===== src/rtl/bcd_scan_pkg.sv =====
// Shared definitions for the BCD scan sequencer.
// Contents: scan state enum, slot and divider widths, and a helper that
// clamps a requested slot number into the legal scan range.
package bcd_scan_pkg;

  localparam int SLOT_W    = 4;   // width of the BCD select code
  localparam int MAX_SLOTS = 10;  // decimal decoder outputs 0..9
  localparam int DIV_W     = 8;   // divider width, covers DIV up to 255

  typedef enum logic {
    IDLE = 1'b0,
    SCAN = 1'b1
  } scan_state_e;

  // A requested slot beyond the last scanned slot restarts the scan at 0.
  function automatic logic [SLOT_W-1:0] clamp_slot(input logic [SLOT_W-1:0] val,
                                                   input int                last);
    return (int'(val) > last) ? '0 : val;
  endfunction

endpackage


===== src/rtl/bcd_scan_sequencer_debounce.sv =====
// scan_debounce_cell: two-scan debouncer for one decoder slot.
// Ports:
//   clk, reset_n : clock and asynchronous active-low reset
//   sample       : one-cycle strobe when this slot's return line is sampled
//   raw          : sampled line state, 1 = active
//   key          : debounced state, follows raw only after two equal samples
module scan_debounce_cell (
  input  logic clk,
  input  logic reset_n,
  input  logic sample,
  input  logic raw,
  output logic key
);

  logic prev_q, prev_d;
  logic key_q, key_d;

  // NOTE: every always_comb output gets its hold value first, so no path
  // leaves it unassigned and no latch is inferred.
  always_comb begin
    prev_d = prev_q;
    key_d  = key_q;
    if (sample) begin
      prev_d = raw;
      if (raw == prev_q) begin
        key_d = raw;
      end
    end
  end

  // NOTE: state flops use non-blocking assignments so every flop samples
  // the pre-edge values, independent of statement order.
  always_ff @(posedge clk or negedge reset_n) begin
    if (!reset_n) begin
      prev_q <= 1'b0;
      key_q  <= 1'b0;
    end else begin
      prev_q <= prev_d;
      key_q  <= key_d;
    end
  end

  assign key = key_q;

endmodule


===== src/rtl/bcd_scan_sequencer.sv =====
// bcd_scan_sequencer: drives the BCD select code of a 7442-style decoder,
// dwelling DIV ce-cycles on each slot 0..LAST, samples the active-low
// return line on the last cycle of each dwell and debounces every slot
// over two consecutive scans.
// Ports:
//   clk, reset_n    : clock and asynchronous active-low reset
//   ce              : clock enable, nothing advances while low
//   run             : 1 = scan, 0 = park in IDLE (slot/divider frozen)
//   load, load_val  : jump to slot load_val (0 if beyond LAST), restart dwell
//   ret_n           : active-low return line of the selected slot
//   a, b, c, d      : registered BCD select code, a = LSB
//   slot            : current slot, equals {d,c,b,a}
//   keys            : debounced per-slot state, bits above LAST read 0
//   frame_done      : high during the ce cycle that samples slot LAST
//   busy            : high while scanning
module bcd_scan_sequencer
  import bcd_scan_pkg::*;
#(
  parameter int LAST = 9,
  parameter int DIV  = 4
) (
  input  logic                 clk,
  input  logic                 reset_n,
  input  logic                 ce,
  input  logic                 run,
  input  logic                 load,
  input  logic [SLOT_W-1:0]    load_val,
  input  logic                 ret_n,
  output logic                 a,
  output logic                 b,
  output logic                 c,
  output logic                 d,
  output logic [SLOT_W-1:0]    slot,
  output logic [MAX_SLOTS-1:0] keys,
  output logic                 frame_done,
  output logic                 busy
);

  scan_state_e       state_q, state_d;
  logic [SLOT_W-1:0] slot_q, slot_d;
  logic [DIV_W-1:0]  div_q, div_d;
  logic              sample;
  logic              dwell_end;

  assign dwell_end = (div_q == DIV_W'(DIV - 1));

  always_comb begin
    state_d    = state_q;
    slot_d     = slot_q;
    div_d      = div_q;
    sample     = 1'b0;
    frame_done = 1'b0;
    if (ce) begin
      // Load takes priority over a coincident end of dwell: the slot being
      // left is not sampled and no frame is reported.
      if (load) begin
        slot_d = clamp_slot(load_val, LAST);
        div_d  = '0;
      end else if (state_q == SCAN && run) begin
        if (dwell_end) begin
          sample     = 1'b1;
          frame_done = (slot_q == SLOT_W'(LAST));
          slot_d     = frame_done ? '0 : slot_q + SLOT_W'(1);
          div_d      = '0;
        end else begin
          div_d = div_q + DIV_W'(1);
        end
      end
      unique case (state_q)
        IDLE:    if (run)  state_d = SCAN;
        SCAN:    if (!run) state_d = IDLE;
        default: state_d = IDLE;
      endcase
    end
  end

  always_ff @(posedge clk or negedge reset_n) begin
    if (!reset_n) begin
      state_q <= IDLE;
      slot_q  <= '0;
      div_q   <= '0;
    end else begin
      state_q <= state_d;
      slot_q  <= slot_d;
      div_q   <= div_d;
    end
  end

  // One debouncer per scanned slot; unscanned decoder outputs read inactive.
  for (genvar i = 0; i < MAX_SLOTS; i++) begin : g_slot
    if (i <= LAST) begin : g_cell
      scan_debounce_cell u_cell (
        .clk     (clk),
        .reset_n (reset_n),
        .sample  (sample && (slot_q == SLOT_W'(i))),
        .raw     (~ret_n),
        .key     (keys[i])
      );
    end else begin : g_tie
      assign keys[i] = 1'b0;
    end
  end

  assign slot = slot_q;
  assign a    = slot_q[0];
  assign b    = slot_q[1];
  assign c    = slot_q[2];
  assign d    = slot_q[3];
  assign busy = (state_q == SCAN);

endmodule


===== config.mk =====
export PLATFORM = sky130hd
export DESIGN_NAME = bcd_scan_sequencer
export DESIGN_NICKNAME = d
export VERILOG_FILES = /design/src/rtl/bcd_scan_pkg.sv /design/src/rtl/bcd_scan_sequencer_debounce.sv /design/src/rtl/bcd_scan_sequencer.sv
export SDC_FILE = /design/constraint.sdc
export NUM_CORES = 1
export LEC_CHECK = 0
export CORE_MARGIN = 2
export CORE_UTILIZATION = 55
export CTS_BUF_LIST = sky130_fd_sc_hd__clkbuf_8
export DETAILED_ROUTE_END_ITERATION = 8
export DONT_BUFFER_PORTS = 1
export PLACE_DENSITY = 0.73
export SYNTH_ARGS = -nofsm -noshare
export SYNTH_HDL_FRONTEND = slang
export SYNTH_SLANG_ARGS = --single-unit

===== constraint.sdc =====
create_clock -name clk -period 2.3 [get_ports clk]
set_clock_uncertainty 0.05 [all_clocks]
set_input_delay 0.23 -clock clk [delete_from_list [all_inputs] [get_ports clk]]
set_output_delay 0.23 -clock clk [all_outputs]
set_load 0.05 [all_outputs]

==> Word level (Yosys, flattened, before mapping) <==
Index checks and enable logic that the tools add are counted.
{ "totals": {"register_bits": 33, "input_bits": 10, "out_inout_bits": 20, "word_cells": 90} }
{ "classes": {"n_addsub": 2, "n_lt_le_gt_ge": 1, "n_eq_ne": 20, "mux": 17, "bitwise_logic": 1, "reduce_logical": 26} }
{ "op_table": {"columns": ["op", "n"], "rows": [
  ["8-bit 2-to-1 mux", 3],
  ["2-bit AND reduction", 11],
  ["4-bit 2-to-1 mux", 5],
  ["4-bit by 3-bit equality test with 1-bit output, second input constant", 4],
  ["1-bit logical AND", 11],
  ["1-bit equality test", 10],
  ["1-bit 2-to-1 mux", 9],
  ["8-bit by 1-bit adder with 8-bit output, second input constant", 1],
  ["4-bit by 2-bit equality test with 1-bit output, second input constant", 2],
  ["4-bit equality test, second input constant", 2],
  ["8-bit by 2-bit equality test with 1-bit output, second input constant", 1],
  ["4-bit by 1-bit adder with 4-bit output, second input constant", 1],
  ["4-bit by 1-bit equality test with 1-bit output, second input constant", 1],
  ["4-bit > comparator, second input constant", 1],
  ["4-bit logical NOT", 1],
  ["2-bit nonzero test", 2],
  ["3-bit AND reduction", 1],
  ["1-bit NOT", 1]
]} }

==> Depth between registers and ports, before layout <==
{ "depth": {"word_depth": 7, "depth_mapped": 6, "depth_no_buf": 5} }

==> By module <==
Synthesis repeated with hierarchy kept, for this count alone.
{ "unflattened": {"hier_cells": 182, "area_unflattened_um2": 1813.0} }
{ "modules_own_cells": {"columns": ["module", "instances", "cells_each", "area_per_inst_um2", "seq_area_each_um2"], "rows": [
  ["bcd_scan_sequencer", 1, 102, 924.6, 325.3],
  ["scan_debounce_cell", 10, 8, 88.8, 50.0]
]} }

==> Worst setup path after synthesis <==
OpenSTA, ideal clock, no wires.
{ "synth_path": {"path_type": "register to register", "start": "register div_q[0]", "end": "register slot_q[0], in the netlist slot[0]", "setup_time_ns": 0.125, "arrival_ns": 1.727, "required_ns": 2.125, "slack_ns": 0.399, "stages_incl_launch_ff": 6, "n_path_buf": 0, "period_less_slack_ns": 1.901, "cell_sequence": "dfrtp_1 > ha_1 > nor3b_2 > nand2_1 > a21oi_4 > mux2_2"} }
{ "synth_via": {"elab_chain_cells": 3} }
{ "synth_rtl": {"columns": ["item", "line_no", "source"], "rows": [
  ["start: declaration", "bcd_scan_sequencer.sv:41", "logic [DIV_W-1:0] div_q, div_d;"],
  ["start signal: assignment", "bcd_scan_sequencer.sv:85", "div_q <= div_d;"],
  ["8-bit by 2-bit equality test with 1-bit output", "bcd_scan_sequencer.sv:45", "assign dwell_end = (div_q == DIV_W'(DIV - 1));"],
  ["2-bit nonzero test (no source line)", null, null],
  ["3-bit AND reduction (no source line)", null, null],
  ["end signal: assignment", "bcd_scan_sequencer.sv:84", "slot_q <= slot_d;"],
  ["end: declaration", "bcd_scan_sequencer.sv:40", "logic [SLOT_W-1:0] slot_q, slot_d;"]
]} }
No other way between the ends.
A chain may end at the register's enable or synchronous reset.

==> Worst setup path in the final report <==
{ "layout_path": {"start": "register div_q[0]", "end": "output frame_done"} }
{ "layout_via": {"elab_chain_cells": 5} }
{ "layout_rtl": {"columns": ["item", "line_no", "source"], "rows": [
  ["8-bit by 2-bit equality test with 1-bit output", "bcd_scan_sequencer.sv:45", null],
  ["1-bit 2-to-1 mux", "bcd_scan_sequencer.sv:60", "if (dwell_end) begin"],
  ["1-bit 2-to-1 mux", "bcd_scan_sequencer.sv:59", "end else if (state_q == SCAN && run) begin"],
  ["1-bit 2-to-1 mux", "bcd_scan_sequencer.sv:56", "if (load) begin"],
  ["1-bit 2-to-1 mux", "bcd_scan_sequencer.sv:53", "if (ce) begin"],
  ["end: declaration", "bcd_scan_sequencer.sv:35", "output logic frame_done,"]
]} }
No other way between the ends.

==> key figures <==
Logic synthesis
  – Post-Synth Adder-Cell Area: 0.006845
  – Synth Area in XOR/XNOR: 0.02875
  – #FFs+latches synth: 33
  – Compound-Gate Fraction of Synth Area: 0.2040
  – Yosys top cell by area: dfrtp_1
  – Sequential area share after synthesis: 0.4517
  – Synth unique cells: 42
  – Synth Area in Simple Gates: 0.1834
  – Top post-synthesis cells by area: dfrtp_1 (45%), o31ai_1 (6.2%), buf_4 (5.7%)
  – Main combinational cell family by area after synthesis: compound AO/OA/AOI/OAI gates
  – Syn. warnings: 0
  – Syn Inst Count: between 150 and 200
  – Mux contribution to synthesized area: 0.04244
  – Yosys top cell area share: 0.4517
  – Post-Syn Area per Cell: 10.04 um^2
  – Post-Syn Nets: roughly 190
  – Netlist Area Pre-Place: ~1800 um^2

Die
  – Core area: a little over 3000 um^2
  – Die area: 3801 um^2
  – Cell Rows: 20
  – Chip height: 61.65 um
  – IO Count: 30
  – Initial Util: 0.5891
  – Die Wd: 61.65 um

Power
  – VDD IR max: 549.1 uV
  – Leak Pwr: 0.8398 nW
  – Tot Pwr: 0.001608 W
  – Pwr Density: 817.1 nW/um^2

Timing
  – Tcrit/Tclk final: 0.9124
  – # setup viols final: 0
  – Slew Limit Headroom: 0.6427
  – Slew Viols, Final: 0
  – Tmin final: 2098 ps
  – Fmax: 0.4765 GHz
  – Total negative slack: 0 ps
  – RSZ-0062 raised after global routing: no
  – Worst slew pin tran: about 530 ps
  – Hold Slack: 5.434 ps
  – Final WS setup: 201.5 ps
  – Fin. Hold Viols: 0

Final layout
  – Layout area overhead: 7.666%
  – Number of diodes: 0
  – Final Cell Area: 1968 um^2
  – Layout cells sized above 1: 0.1803
  – Nets: 193

Clocking
  – Clock transition at path regs: 70 ps
  – Setup Buffers After CTS: 0
  – CTS Buffer Depth: 2
  – H-Tree Level Count: 2
  – Clock Latency Late Sink: approximately 290 ps
  – Cts bufs inserted: 5
  – Clock sinks: 33
  – CTS root buf: clkbuf_8
  – CTS tree: built

Worst setup path
  – Worst EP required: 2020 ps
  – Reg2reg path depth: 5
  – Setup crit end kind: output pin
  – Critical path fanouts, max: 8
  – Critical path destination: frame_done
  – Worst Setup SP: div_q[0]
  – Worst r2r src: div_q[0]
  – Worst r2r dst: slot[1]
  – Critical Path AT: around 1800 ps
  – WS Path Type: reg2out
  – Worst R2R Setup Slack: ~470 ps
  – Setup crit start kind: flop

Routing
  – WL/cell: 16.69 um
  – Via count: 1421
  – Routed Antenna Nets: 0
  – Drt drc: 0
  – DR pass1 iterations: 4
  – Vias per cell: 6.260
  – Total wire length: approximately 3800 um
  – DR iter-0 viols: 99

Place
  – Post-place setup slack: 494.7 ps
  – DP HPWL: 2708 um
  – GP Congestion: 0.8989
  – Placed Instance Area: about 1800 um^2
  – Number of port buffers: 0

Worst hold path
  – WHS Path Cells: 1
  – HP Class: in2reg

GRT
  – Met1 Track Usage GR: 0.2808
  – Met2 Use GR: 0.4030
  – Total gr overflow: 0
  – Global-route wire length before repair: 6596 um
  – Grt peak-use layer: met2
  – Pin count of the biggest net entering global routing: 34
  – Vias in the first global route: 1476
  – GRT Overall Usage: 0.2375
  – Met3 Use GR: 0.07353
  – Initial antenna violation count: 0

Run
  – Max cap viols: 0

Run status
  – Status: finished, final reports clean
## repair_timing
item / 4_1_cts / 5_1_grt
hold endpoints to repair: 48 / 0
setup endpoints to repair: 0 / 0
hold buffers: 3 / 0
gates resized for setup: 0 / 0
## cell type report
cell class,count,area (um^2)
clock buffers,5,68.82
clock inverters,3,17.52
fillers,275,1135
inverters,6,22.52
multi-input cells,123,850.8
flip-flops and latches,33,825.8
well taps,44,55.05
repair buffers,13,127.6
## worst min-delay path by stage
stage | from | endpoint | slack (ps)
2_1_floorplan | reset_n | busy | -120
3_3_place_gp | reset_n | g_slot[8].g_cell.u_cell.key | -110
3_5_place_dp | reset_n | g_slot[8].g_cell.u_cell.key | -110
4_1_cts | ret_n | g_slot[9].g_cell.u_cell.prev_q | 4
5_1_grt | ret_n | g_slot[9].g_cell.u_cell.prev_q | 30
6_report | ret_n | g_slot[9].g_cell.u_cell.prev_q | 5
## Yosys cell counts
cell type and count:
dfrtp_1 33, o31ai_1 15, buf_4 14, a21oi_1 13
nor2_1 12, nand2_1 10, o21ai_0 8, a31oi_1 7
inv_1 6, mux2_2 6, nand4_1 5, xnor2_1 5
clkbuf_1 4, nand2b_1 4, nor2b_1 4, nor3_1 4
a2bb2oi_1 2, a41oi_1 2, and4_2 2, nand3b_1 2
nand4_2 2, nor4bb_1 2, a21oi_4 1, a221oi_1 1
a32o_1 1, a41o_1 1, and2_2 1, and4b_1 1
buf_1 1, buf_2 1, ha_1 1, mux2i_1 1
nand3_1 1, nor3b_2 1, nor4_4 1, nor4b_1 1
o21a_1 1, o22ai_1 1, o2bb2ai_1 1, o311ai_0 1
or2_0 1, xor2_1 1
## kinds of logic (layout without fill, tap and decap cells)
family | count (synthesis) | count (layout)
AO/OA/AOI/OAI | 55 | 55
AND/OR/NAND/NOR | 54 | 54
flip-flops | 33 | 33
buffers and inverters | 26 | 27
multiplexers | 7 | 7
XOR/XNOR | 6 | 6
adder cells (fa/ha/maj) | 1 | 1
## power breakdown
part	leakage (nW)	internal [W]	switching, W	total (W)
Sequential	0.447	0.000614	0.0000760	0.000690
Combinational	0.349	0.000124	0.000365	0.000489
Clock	0.0439	0.000209	0.000221	0.000429
Total	0.840	0.000947	0.000661	0.00161
## per-stage QoR
stage          std cells    util
2_1_floorplan        182       -
3_3_place_gp         216  0.5935
3_5_place_dp         216  0.5935
4_1_cts              227  0.6343
5_1_grt              227  0.6343
6_report             227  0.6343
## registers in the layout, indices dropped and copies added (netlist names)
register,flops
slot,4
g_slot.g_cell.u_cell.key,10
div_q,8
g_slot.g_cell.u_cell.prev_q,10
busy,1
## placed cells by master (no fill, tap or decap), types with 2 or more instances in the layout
master and instances:
dfrtp_1 33, and4_2 2, nand2_1 10, buf_4 9
nand4_2 2, a21oi_1 13, nand3b_1 2, nor2_1 12
a2bb2oi_1 2, a31oi_1 7, a41oi_1 2, nor3_1 4
nor4bb_1 2, xnor2_1 5, clkinv_2 2, nand4_1 5
nand2b_1 4, clkbuf_8 5, mux2_2 6, o21ai_0 8
nor2b_1 4, o31ai_1 15, buf_12 2, inv_1 6
dlygate4sd3_1 2
## worst max-delay path: stages (launching register included)
cell     delay [ps]
dfrtp_1         400
ha_1            210
nor3b_2         200
buf_4           180
nand4_1         210
inv_1           170
buf_12          150
## metal layers
layer	up-vias	routed length [um]	part of all wire
met5	-	0	0
met4	0	50	0.013
met3	5	202	0.053
met2	42	1958	0.52
met1	709	1576	0.42
li1	665	-	-
(Power assumes the default switching activity.)
